`src/rtl/input_debouncer.sv`:
```
// input_debouncer: per-channel synchronizer + debouncer with registered
// one-cycle rise/fall pulses.
// Optional feature macro: INPUT_DEBOUNCER_SYNC_EN. When defined, a two-flop
// synchronizer precedes each channel's counter and adds two cycles of latency.
// When it is undefined, raw_in is sampled directly, for inputs that are already
// synchronous to clk.
module input_debouncer #(
  parameter int WIDTH         = 2,
  parameter int STABLE_CYCLES = 4
) (
  input  logic             clk,
  input  logic             rst_n,
  input  logic [WIDTH-1:0] raw_in,
  output logic [WIDTH-1:0] db_out,
  output logic [WIDTH-1:0] rise,
  output logic [WIDTH-1:0] fall
);

  // Counter only needs to reach STABLE_CYCLES-1, so it can never wrap.
  localparam int CW = $clog2(STABLE_CYCLES);
  localparam logic [CW-1:0] CNT_MAX = CW'(STABLE_CYCLES - 1);

  // Per-channel sampled level that feeds the debounce counter.
  logic [WIDTH-1:0] samp;

`ifdef INPUT_DEBOUNCER_SYNC_EN
  logic [WIDTH-1:0] sync1_reg;
  logic [WIDTH-1:0] sync2_reg;

  // Two-flop synchronizer per channel for asynchronous switch inputs.
  always_ff @(posedge clk or negedge rst_n) begin
    if (!rst_n) begin
      sync1_reg <= '0;
      sync2_reg <= '0;
    end else begin
      sync1_reg <= raw_in;
      sync2_reg <= sync1_reg;
    end
  end

  assign samp = sync2_reg;
`else
  assign samp = raw_in;
`endif

  genvar gi;
  generate
    for (gi = 0; gi < WIDTH; gi++) begin : g_chan
      logic [CW-1:0] cnt_reg;
      logic          db_reg;
      logic          rise_reg;
      logic          fall_reg;

      // Count consecutive samples that differ from the accepted level. Any
      // matching sample discards the run. Reaching the threshold accepts the
      // new level and emits a single pulse.
      always_ff @(posedge clk or negedge rst_n) begin
        if (!rst_n) begin
          cnt_reg  <= '0;
          db_reg   <= 1'b0;
          rise_reg <= 1'b0;
          fall_reg <= 1'b0;
        end else begin
          rise_reg <= 1'b0;
          fall_reg <= 1'b0;
          if (samp[gi] == db_reg) begin
            cnt_reg <= '0;
          end else if (cnt_reg == CNT_MAX) begin
            cnt_reg  <= '0;
            db_reg   <= samp[gi];
            rise_reg <= samp[gi];
            fall_reg <= ~samp[gi];
          end else begin
            cnt_reg <= cnt_reg + CW'(1);
          end
        end
      end

      assign db_out[gi] = db_reg;
      assign rise[gi]   = rise_reg;
      assign fall[gi]   = fall_reg;
    end
  endgenerate

endmodule
```
`config.mk`:
```
export PLATFORM = sky130hd
export DESIGN_NAME = input_debouncer
export DESIGN_NICKNAME = d
export VERILOG_FILES = /design/src/rtl/input_debouncer.sv
export SDC_FILE = /design/constraint.sdc
export NUM_CORES = 1
export LEC_CHECK = 0
export ABC_AREA = 1
export CORE_AREA = 2 2 39 41
export DETAILED_ROUTE_END_ITERATION = 7
export DIE_AREA = 0 0 41 43
export PLACE_DENSITY_LB_ADDON = 0.25
export SLEW_MARGIN = 20
export SYNTH_ARGS = -nofsm -noshare
export SYNTH_HDL_FRONTEND = slang
export SYNTH_SLANG_ARGS = --single-unit
export TNS_END_PERCENT = 1
```
`constraint.sdc`:
```
create_clock -name clk -period 0.9 [get_ports clk]
set_input_delay 0.135 -clock clk [delete_from_list [all_inputs] [get_ports clk]]
set_output_delay 0.135 -clock clk [all_outputs]
set_load 0.1 [all_outputs]
```
* Word-level counts from Yosys, hierarchy flattened
Cells that the tools add are included.
** Word-level totals
- Register bits :: 10
- Input port bits :: 4
- Output and inout port bits :: 6
- Word-level logic and storage cells :: 32
** Operators by class
- $add $sub $neg :: 2
- Eq/ne operators :: 4
- Multiplexer cells :: 12
- Bitwise logic cells :: 4
- Reduce and logical (&&, ||, !) cells :: 2
** Operators with widths (count)
- 2-to-1 mux 1 bit :: 8
- 2-to-1 mux 2 bit :: 4
- adder 2 x 1 -> 2 bit (second input constant) :: 2
- equality test 2 bit (second input constant) :: 2
- NOT 1 bit :: 4
- AND reduction 2 bit :: 2
- equality test 1 bit :: 2

* Logic depth before layout (Yosys ltp)
Gate-level depths: netlist of run 1.
- Depth in word-level cells :: 3
- Gate-level depth with buffers :: 4
- Gate-level depth less buffers :: 4

* Least setup slack after synthesis of run 1
No wires, ideal clock.
- Path kind :: register to register
- From :: reg g_chan[1].cnt_reg[0]
- To :: reg g_chan[1].cnt_reg[0]
- Library setup time :: 77 ps
- Data arrival time :: 789 ps
- Data required time :: 823 ps
- Slack :: 34 ps
- Cell stages (with the launch flop) :: 5
- Path buffers :: 0
- Period minus slack after synthesis :: 866 ps
- Cell sequence :: dfrtp_1 ha_1 inv_1 nand2_1 a21oi_1
** Between the ends
- Cells in the longest elaborated chain, start to end :: 3
- Elaborated cells between the ends (all ways) :: 4
- Classes of those cells :: 1 x add/sub; 1 x eq/ne; 2 x mux
** RTL lines
- start: declaration :: line 49 : logic [CW-1:0] cnt_reg;
- start signal: assignment :: line 74 : cnt_reg <= cnt_reg + CW'(1);
- adder 2 x 1 -> 2 bit / equality test 2 bit (equally long branches) :: line 74, 68
- 2-to-1 mux 2 bit * :: line 68 : end else if (cnt_reg == CNT_MAX) begin
- 2-to-1 mux 2 bit * :: line 66 : if (samp[gi] == db_reg) begin
Mark *: on every way between the ends. The rest lies on a longest branch, timed or not.
A chain may end at the register's enable or synchronous reset.

* Final worst setup path of run 1
- From :: reg g_chan[0].db_reg
- To :: out db_out[0]
** RTL lines
- start: declaration :: line 50 : logic db_reg;
- start signal: assignment :: line 70 : db_reg <= samp[gi];
- end: declaration :: line 14 : output logic [WIDTH-1:0] db_out,
No word-level cell between the ends.

==> results of run 1 <==
-- routing by layer --
layer,share of wire,GRT usage
met2,0.51,0.138
met3,0.042,0.0471
met4,0,0.0400
met5,0,0
met1,0.45,0.120
-- synth_stat cells --
cell type | count | share of area
dfrtp_1 | 10 | 0.57
inv_1 | 8 | 0.069
buf_4 | 6 | 0.10
nand2_1 | 6 | 0.051
a21oi_1 | 4 | 0.046
nor2_1 | 4 | 0.034
ha_1 | 2 | 0.057
inv_2 | 2 | 0.017
nand2_2 | 2 | 0.029
o21ai_1 | 2 | 0.023
-- through the flow --
stage,hold WS (ns),setup TNS [ns]
2_1_floorplan,-0.161,0
3_3_place_gp,0.437,-0.206
3_5_place_dp,0.444,-0.299
4_1_cts,0.163,-0.475
5_1_grt,0.173,-0.933
6_report,0.161,-0.396
-- report_power, final --
part | internal (mW) | switching (mW) | total [mW]
logic | 0.425 | 0.685 | 1.11
clock network | 0.245 | 0.140 | 0.385
registers | 0.596 | 0.0937 | 0.690
-- final timing paths --
| check | cells past startpoint | endpoint | startpoint | slack (ns) |
|---|---|---|---|---|
| max reg2reg | 3 | g_chan[0].cnt_reg[1] | g_chan[0].cnt_reg[0] | -0.02 |
| min reg2reg | 3 | g_chan[0].cnt_reg[0] | g_chan[0].cnt_reg[0] | 0.53 |
| min | 2 | g_chan[1].cnt_reg[0] | rst_n | 0.16 |
| max | 1 | db_out[0] | g_chan[0].db_reg | -0.08 |
| max in group asynchronous | 2 | g_chan[0].db_reg | rst_n | 0.58 |
| min in group clk | 3 | g_chan[0].db_reg | raw_in[0] | 0.49 |
-- repair_timing --
item                       CTS  global route
resized for setup            6             1
setup endpoints to repair    8            12
setup buffers                2             0
-- area by class of cell --
class / count / area (um2)
repair buffers: 12 / 173
inverters: 10 / 37.5
clock buffers: 4 / 36.3
flip-flops and latches: 10 / 251
multi-input cells: 20 / 116
fillers: 125 / 749
well taps: 16 / 20.0
-- cell families (layout without fill, tap and decap cells) --
family / after synthesis / in the layout / share of synthesized area
AOI/OAI and AO/OA: 6 / 6 / 0.0686
adders and majority gates: 2 / 2 / 0.0571
buffers and inverters: 16 / 26 / 0.189
DFF: 10 / 10 / 0.571
and+or+nand+nor: 12 / 12 / 0.114
==> metrics.txt, run 1 <==
status finished with violations; failing checks negative setup slack; die area ~1800 um2; Area Overhead vs Synth 44.9%; Clk Latency, worst-skew pair 0.25 ns; Placement Setup Slack -0.0635 ns; max reg flops 4; critical path class reg2out; Pwr Total between 2 and 2.5 mW; first-pass GRT wire length 1.10 mm; hold-fix buffers at CTS 0; gpl congestion ~0.69; WP buf/inv 1; fin crit share 1.09; Seq/Total Area, Yosys 0.571; CP Capture Type primary output; Worst EP arrival between 0.8 and 0.9 ns; DP Area between 500 and 600 um2; static leakage between 0.3 and 0.4 nW; crit path cell chain buf_12; routed wire length slightly below 600 um; largest net degree at the start of global routing 11; Fin. Hold Viols 0; core box area 1380 um2; DRT iter0 DRCs 2; IO buf count 9; delay of the slowest critical-path stage 0.42 ns; Synth Cell Area between 400 and 500 um2; H-tree Lvls 1; DR DRC count 0; final worst slack -0.0784 ns; HP Class in2async; max cap viols 0; Final Max Slew Viols 0; most common cell after layout, fill and taps aside dfrtp_1; slowest CP cell dfrtp_2; Core Rows 14; antenna viol nets, final 0; CP startpoint kind flip-flop; final setup vio count 7; number of global-route vias before repair roughly 280; syn nets 52; clock slew at reported path FFs around 0.070 ns; maximum VDD drop between 1 and 1.5 mV; # placed instances 66; TritonCTS Buffers 3; Yosys Warn Count 0; die height roughly 43 um; clock tree from TritonCTS done; remaining global-route overflow 0; Synth Register Bits 10; Critical Path RT approximately 0.76 ns; Die X slightly above 40 um; layout cells sized above 1 0.429; clk sink count 10; Final Net Count between 60 and 70; Max Buffers Root-to-Sink 2; slew margin rel. 0.913; most frequent cells in the layout 9 x dfrtp_1, 6 x inv_1, 6 x buf_12, 5 x nand2_1; post-route minimum period between 0.9 and 1 ns; hpwl dp about 460 um; DRT Pass-1 Iters 4; Avg Inst Size Synth around 9.5 um2; largest fanout on the critical path 2; GRT Util Overall 0.0965; final core utilization 0.458; RSZ-0062 raised after global routing true; slew at the pin with the worst max-slew slack 0.130 ns; crit-path leading delay family flip-flops; clk_skew about 0.0045 ns; clock root buffer clkbuf_4; antenna violations before repair 0; via count 291; Syn Inst Count 46; PwrDens approximately 3400 nW/um2; Netlist cell types 10; Final Cell Area 634 um2; drt via density between 4 and 5; max frequency 1020 MHz; non-filler cells, final a little over 70; per-cell routed wire length between 8 and 9 um; Initial Util 0.316; I/O Pins 10; Diodes inserted 0
No activity file was read; power rests on OpenSTA's default activity.
==> inputs of run 2 (changes only) <==
==> constraint.sdc (replaced) <==
create_clock -name clk -period 0.9 [get_ports clk]
set_input_delay 0.27 -clock clk [delete_from_list [all_inputs] [get_ports clk]]
set_output_delay 0.27 -clock clk [all_outputs]
set_load 0.1 [all_outputs]
==> run 2 against run 1 <==
Net effect:
- the run still ends with negative setup slack left
- clock power fell by 28%
- combinational power grew 5%
- setup slack got worse by 0.13 ns
- largest power group unchanged
- routed wire length grew 2.7%
- sequential cell count did not move
- hold slack improved by 0.18 ns
- register-to-register slack lost 0.02 ns
- maximum frequency decreased by 12%
- first-iteration DRC count down 50%
- clock-buffer cell count is 1 lower
- cell area up 1.2%
- power down 2.2%
==> metrics.txt, run 2 (synthesized netlist as in run 1, its figures left out) <==
TritonCTS Buffers 3; die area between 1500 and 2000 um2; Final Net Count between 60 and 70; WP buf/inv 1; maximum VDD drop between 1 and 1.5 mV; Clk Latency, worst-skew pair 0.25 ns; slew at the pin with the worst max-slew slack 0.135 ns; critical path class reg2out; via count a little under 300; DRT iter0 DRCs 1; Final Max Slew Viols 0; drt via density between 4 and 5; Fin. Hold Viols 0; static leakage approximately 0.31 nW; core box area around 1400 um2; fillers between 100 and 150; CP startpoint kind flip-flop; most common cell after layout, fill and taps aside dfrtp_1; layer with the highest usage met2; gpl congestion approximately 0.75; DP Area a little under 600 um2; met2 global-route usage 0.141; Pwr Total between 2 and 2.5 mW; per-cell routed wire length 8.49 um; final setup vio count 11; fin crit share 1.23; routed wire length between 600 and 700 um; post-route minimum period 1.11 ns; Worst EP arrival about 0.84 ns; Critical Path RT about 0.63 ns; DRT Pass-1 Iters 2; max frequency about 900 MHz; CP Capture Type primary output; slowest CP cell dfrtp_2; Core Rows 14; remaining global-route overflow 0; max cap viols 0; Initial Util 0.316; clock tree from TritonCTS done; Die X ~40 um; antenna viol nets, final 0; H-tree Lvls 1; DR DRC count 0; largest net degree at the start of global routing 11; die height around 43 um; # placed instances 67; HP Class in2async; number of global-route vias before repair just under 300; clock root buffer clkbuf_4; slew margin rel. 0.910; RSZ-0062 raised after global routing true; first-pass GRT wire length approximately 1.1 mm; Max Buffers Root-to-Sink 2; R2R setup slack -0.04 ns; final worst slack -0.209 ns; clock slew at reported path FFs 0.06 ns; failing checks negative setup slack; antenna violations before repair 0; non-filler cells, final between 70 and 80; most frequent cells in the layout 9 x dfrtp_1, 7 x inv_1, 7 x buf_12, 6 x nand2_1, 4 x nor2_1; status finished with violations; I/O Pins 10; delay of the slowest critical-path stage around 0.42 ns; crit path cell chain buf_12; max reg flops 4; Diodes inserted 0; IO buf count 9; TNS Setup -1.26 ns; clk sink count 10; Placement Setup Slack -0.200 ns; largest fanout on the critical path 2; clk_skew between 0.001 and 0.0015 ns; Area Overhead vs Synth 46.6%; PwrDens about 3300 nW/um2; GR Layer Usage met3 0.0314; met1 usage 0.117; hold-fix buffers at CTS 0; crit-path leading delay family flip-flops; GRT Util Overall 0.0936; Final Cell Area 642 um2; layout cells sized above 1 0.411; hpwl dp between 400 and 500 um
run 2: cell count changes in the layout (fill, tap and decap cells not counted), sizes merged:
cell    delta
buf        +1
clkbuf     -1
run 2: area by class of cell:
cell class,instances,area [um2],share of cell area
Inverter,10,37.5,0.0585
Clock buffer,3,22.5,0.0351
Tap cell,16,20.0,0.0312
Sequential cell,10,251,0.392
Multi-Input combinational cell,20,118,0.183
Timing Repair Buffer,13,193,0.300
run 2: what timing repair did:
action,4_1_cts,5_1_grt
gates cloned,0,0
buffers inserted,2,0
resized for setup,4,2
setup endpoints to repair,8,13
run 2: stage by stage:
| stage | hold WS (ns) | utilization |
|---|---|---|
| 2_1_floorplan | -0.0256 | - |
| 3_3_place_gp | 0.494 | 0.427 |
| 3_5_place_dp | 0.500 | 0.427 |
| 4_1_cts | 0.341 | 0.461 |
| 5_1_grt | 0.337 | 0.464 |
| 6_report | 0.337 | 0.464 |
run 2: worst paths after layout:
check / startpoint / end / cells after the start
hold reg to reg: g_chan[1].cnt_reg[0] / g_chan[1].cnt_reg[0] / 3
max in group asynchronous: rst_n / g_chan[0].db_reg / 2
min in group clk: g_chan[1].cnt_reg[0] / g_chan[1].cnt_reg[0] / 3
hold / removal: rst_n / g_chan[0].db_reg / 2
setup reg to reg: g_chan[1].db_reg / g_chan[1].cnt_reg[0] / 4
setup / recovery: g_chan[0].db_reg / db_out[0] / 1
run 2: worst reg2reg max path, delay by kind of cell (launching register included):
kind	cells	cell delay, ns
and+or+nand+nor	1	0.07
buffers and inverters	2	0.28
DFF	1	0.41
AOI/OAI and AO/OA	1	0.07
run 2: per-layer routing:
metal | wire length, um | up-vias
li1 | - | 152
met1 | 285 | 136
met2 | 301 | 7
met3 | 25 | 0
met4 | 0 | 0
met5 | 0 | -
run 2: power by group:
group	internal, mW	switching (mW)	total (mW)
clock	0.153	0.124	0.277
sequential	0.597	0.0973	0.694
combinational	0.460	0.706	1.17
total	1.21	0.927	2.14
==> inputs of run 3 (changes only) <==
--- a/config.mk
+++ b/config.mk
@@ -9,6 +9,7 @@
 export CORE_AREA = 2 2 39 41
 export DETAILED_ROUTE_END_ITERATION = 7
 export DIE_AREA = 0 0 41 43
+export MAX_ROUTING_LAYER = met4
 export PLACE_DENSITY_LB_ADDON = 0.25
 export SLEW_MARGIN = 20
 export SYNTH_ARGS = -nofsm -noshare
==> run 3 against run 2 <==
Net effect:
- the run still ends with negative setup slack left
- clock-buffer cell count unchanged
- die area unchanged
- utilization unchanged
- sequential share of layout area unchanged
- critical endpoint unchanged
- largest cell class unchanged
- highest routed layer is now met4
==> metrics.txt, run 3 (synthesized netlist as in run 1, its figures left out) <==
PwrDens ~3300 nW/um2; final worst slack -0.209 ns; R2R Path End g_chan[1].cnt_reg[0]; Fin. Hold Viols 0; max reg flops 4; slew margin rel. 0.910; fin crit share 1.23; most frequent cells in the layout 9 x dfrtp_1, 7 x inv_1, 7 x buf_12, 6 x nand2_1, 4 x nor2_1; HP Class in2async; Crit path depth 1; Comb power frac 0.546; Switching Fraction 0.434; Final Max Slew Viols 0; per-cell routed wire length 8.43 um; via count a little under 300; Final Cell Area 642 um2; Max Buffers Root-to-Sink 2; CP Capture Type primary output; crit-path leading delay family flip-flops; Final Net Count 64; sw power 0.926 mW; antenna violations before repair 0; clock root buffer clkbuf_4; remaining global-route overflow 0; final core utilization 0.464; critical path class reg2out; post-route minimum period 1.11 ns; fillers between 100 and 150; sequential fraction of design power 0.324; clk sink count 10; CP startpoint kind flip-flop; crit path cell chain buf_12; slowest CP cell dfrtp_2; Clk Latency, worst-skew pair 0.25 ns; Worst EP arrival roughly 0.84 ns; first-pass GRT wire length around 1.1 mm; clock tree from TritonCTS done; clock slew at reported path FFs 0.06 ns; RSZ-0062 raised after global routing true; Critical Path RT 0.63 ns; antenna viol nets, final 0; static leakage between 0.3 and 0.4 nW; most common cell after layout, fill and taps aside dfrtp_1; TritonCTS Buffers 3; WP buf/inv 1; GRT Util Overall 0.0959; Worst Reg-to-Reg Cells 4; H-tree Lvls 1; failing checks negative setup slack; Cell Int Power approximately 1.2 mW; status finished with violations; DP Area 591 um2; hold-fix buffers at CTS 0; maximum VDD drop 1.33 mV; largest fanout on the critical path 2; clk_skew between 0.001 and 0.0015 ns; Core Rows 14; layout cells sized above 1 0.411; max cap viols 0; drt via density 4.11; number of global-route vias before repair 294; largest net degree at the start of global routing 11; slew at the pin with the worst max-slew slack ~0.14 ns; gpl congestion 0.757; RR Startpoint g_chan[1].db_reg; final setup vio count 11; Diodes inserted 0; I/O Pins 10; routed wire length approximately 600 um; DRT Pass-1 Iters 2; clock share of power 0.130; max frequency between 900 and 1000 MHz; TNS Setup -1.26 ns; Die X roughly 41 um; die area 1760 um2; DR DRC count 0; IO buf count 9; die height roughly 43 um; delay of the slowest critical-path stage 0.42 ns; R2R setup slack -0.04 ns; Pwr Total around 2.1 mW; hpwl dp 471 um; core box area about 1400 um2; Initial Util 0.316; Area Overhead vs Synth 46.6%; DRT iter0 DRCs 1
==> run 3: metrics by stage <==
| step | worst slack [ns] | hold WS (ns) | std cells |
|---|---|---|---|
| after floorplan | -0.0338 | -0.0256 | 46 |
| after detailed placement | -0.200 | 0.500 | 67 |
| after global routing | -0.242 | 0.337 | 72 |
| after global placement | -0.188 | 0.494 | 67 |
| final | -0.209 | 0.338 | 72 |
| after CTS | -0.214 | 0.341 | 72 |
==> run 3: how the worst max path moves through the flow <==
stage	start	slack (ns)	to
floorplan	g_chan[1].db_reg	-0.03	db_out[1]
global placement	raw_in[0]	-0.19	g_chan[0].cnt_reg[1]
detailed placement	raw_in[0]	-0.20	g_chan[0].cnt_reg[0]
CTS	g_chan[1].db_reg	-0.21	db_out[1]
global route	g_chan[1].db_reg	-0.24	db_out[1]
finish	g_chan[0].db_reg	-0.21	db_out[0]
==> run 3: power groups by stage <==
| stage | sequential, mW | clock (mW) | combinational, mW |
|---|---|---|---|
| after floorplan | 0.675 | 0 | 0.776 |
| after global placement | 0.712 | 0 | 1.01 |
| after detailed placement | 0.716 | 0 | 1.03 |
| after CTS | 0.689 | 0.287 | 1.15 |
| after global routing | 0.705 | 0.324 | 1.26 |
| final | 0.692 | 0.277 | 1.17 |
==> run 3: repair_timing <==
action,CTS,global route
endpoints found under the hold margin,0,0
setup endpoints to repair,8,13
setup buffers,2,0
cloned,0,0
gates resized for setup,4,2
==> run 3: routing by layer <==
layer  track usage  vias to the layer above  share of wire
met4        0.0400                        0          0.016
li1              -                      152              -
met1         0.117                      135           0.46
met3        0.0314                        2          0.043
met2         0.141                        7           0.48
met5             -                        -              0
==> run 3: cell type report <==
cell class              count  area (um2)  area share
clock buffers               3        22.5      0.0351
inverters                  10        37.5      0.0585
multi-input cells          20         118       0.183
flip-flops and latches     10         251       0.392
well taps                  16        20.0      0.0312
repair buffers             13         193       0.300
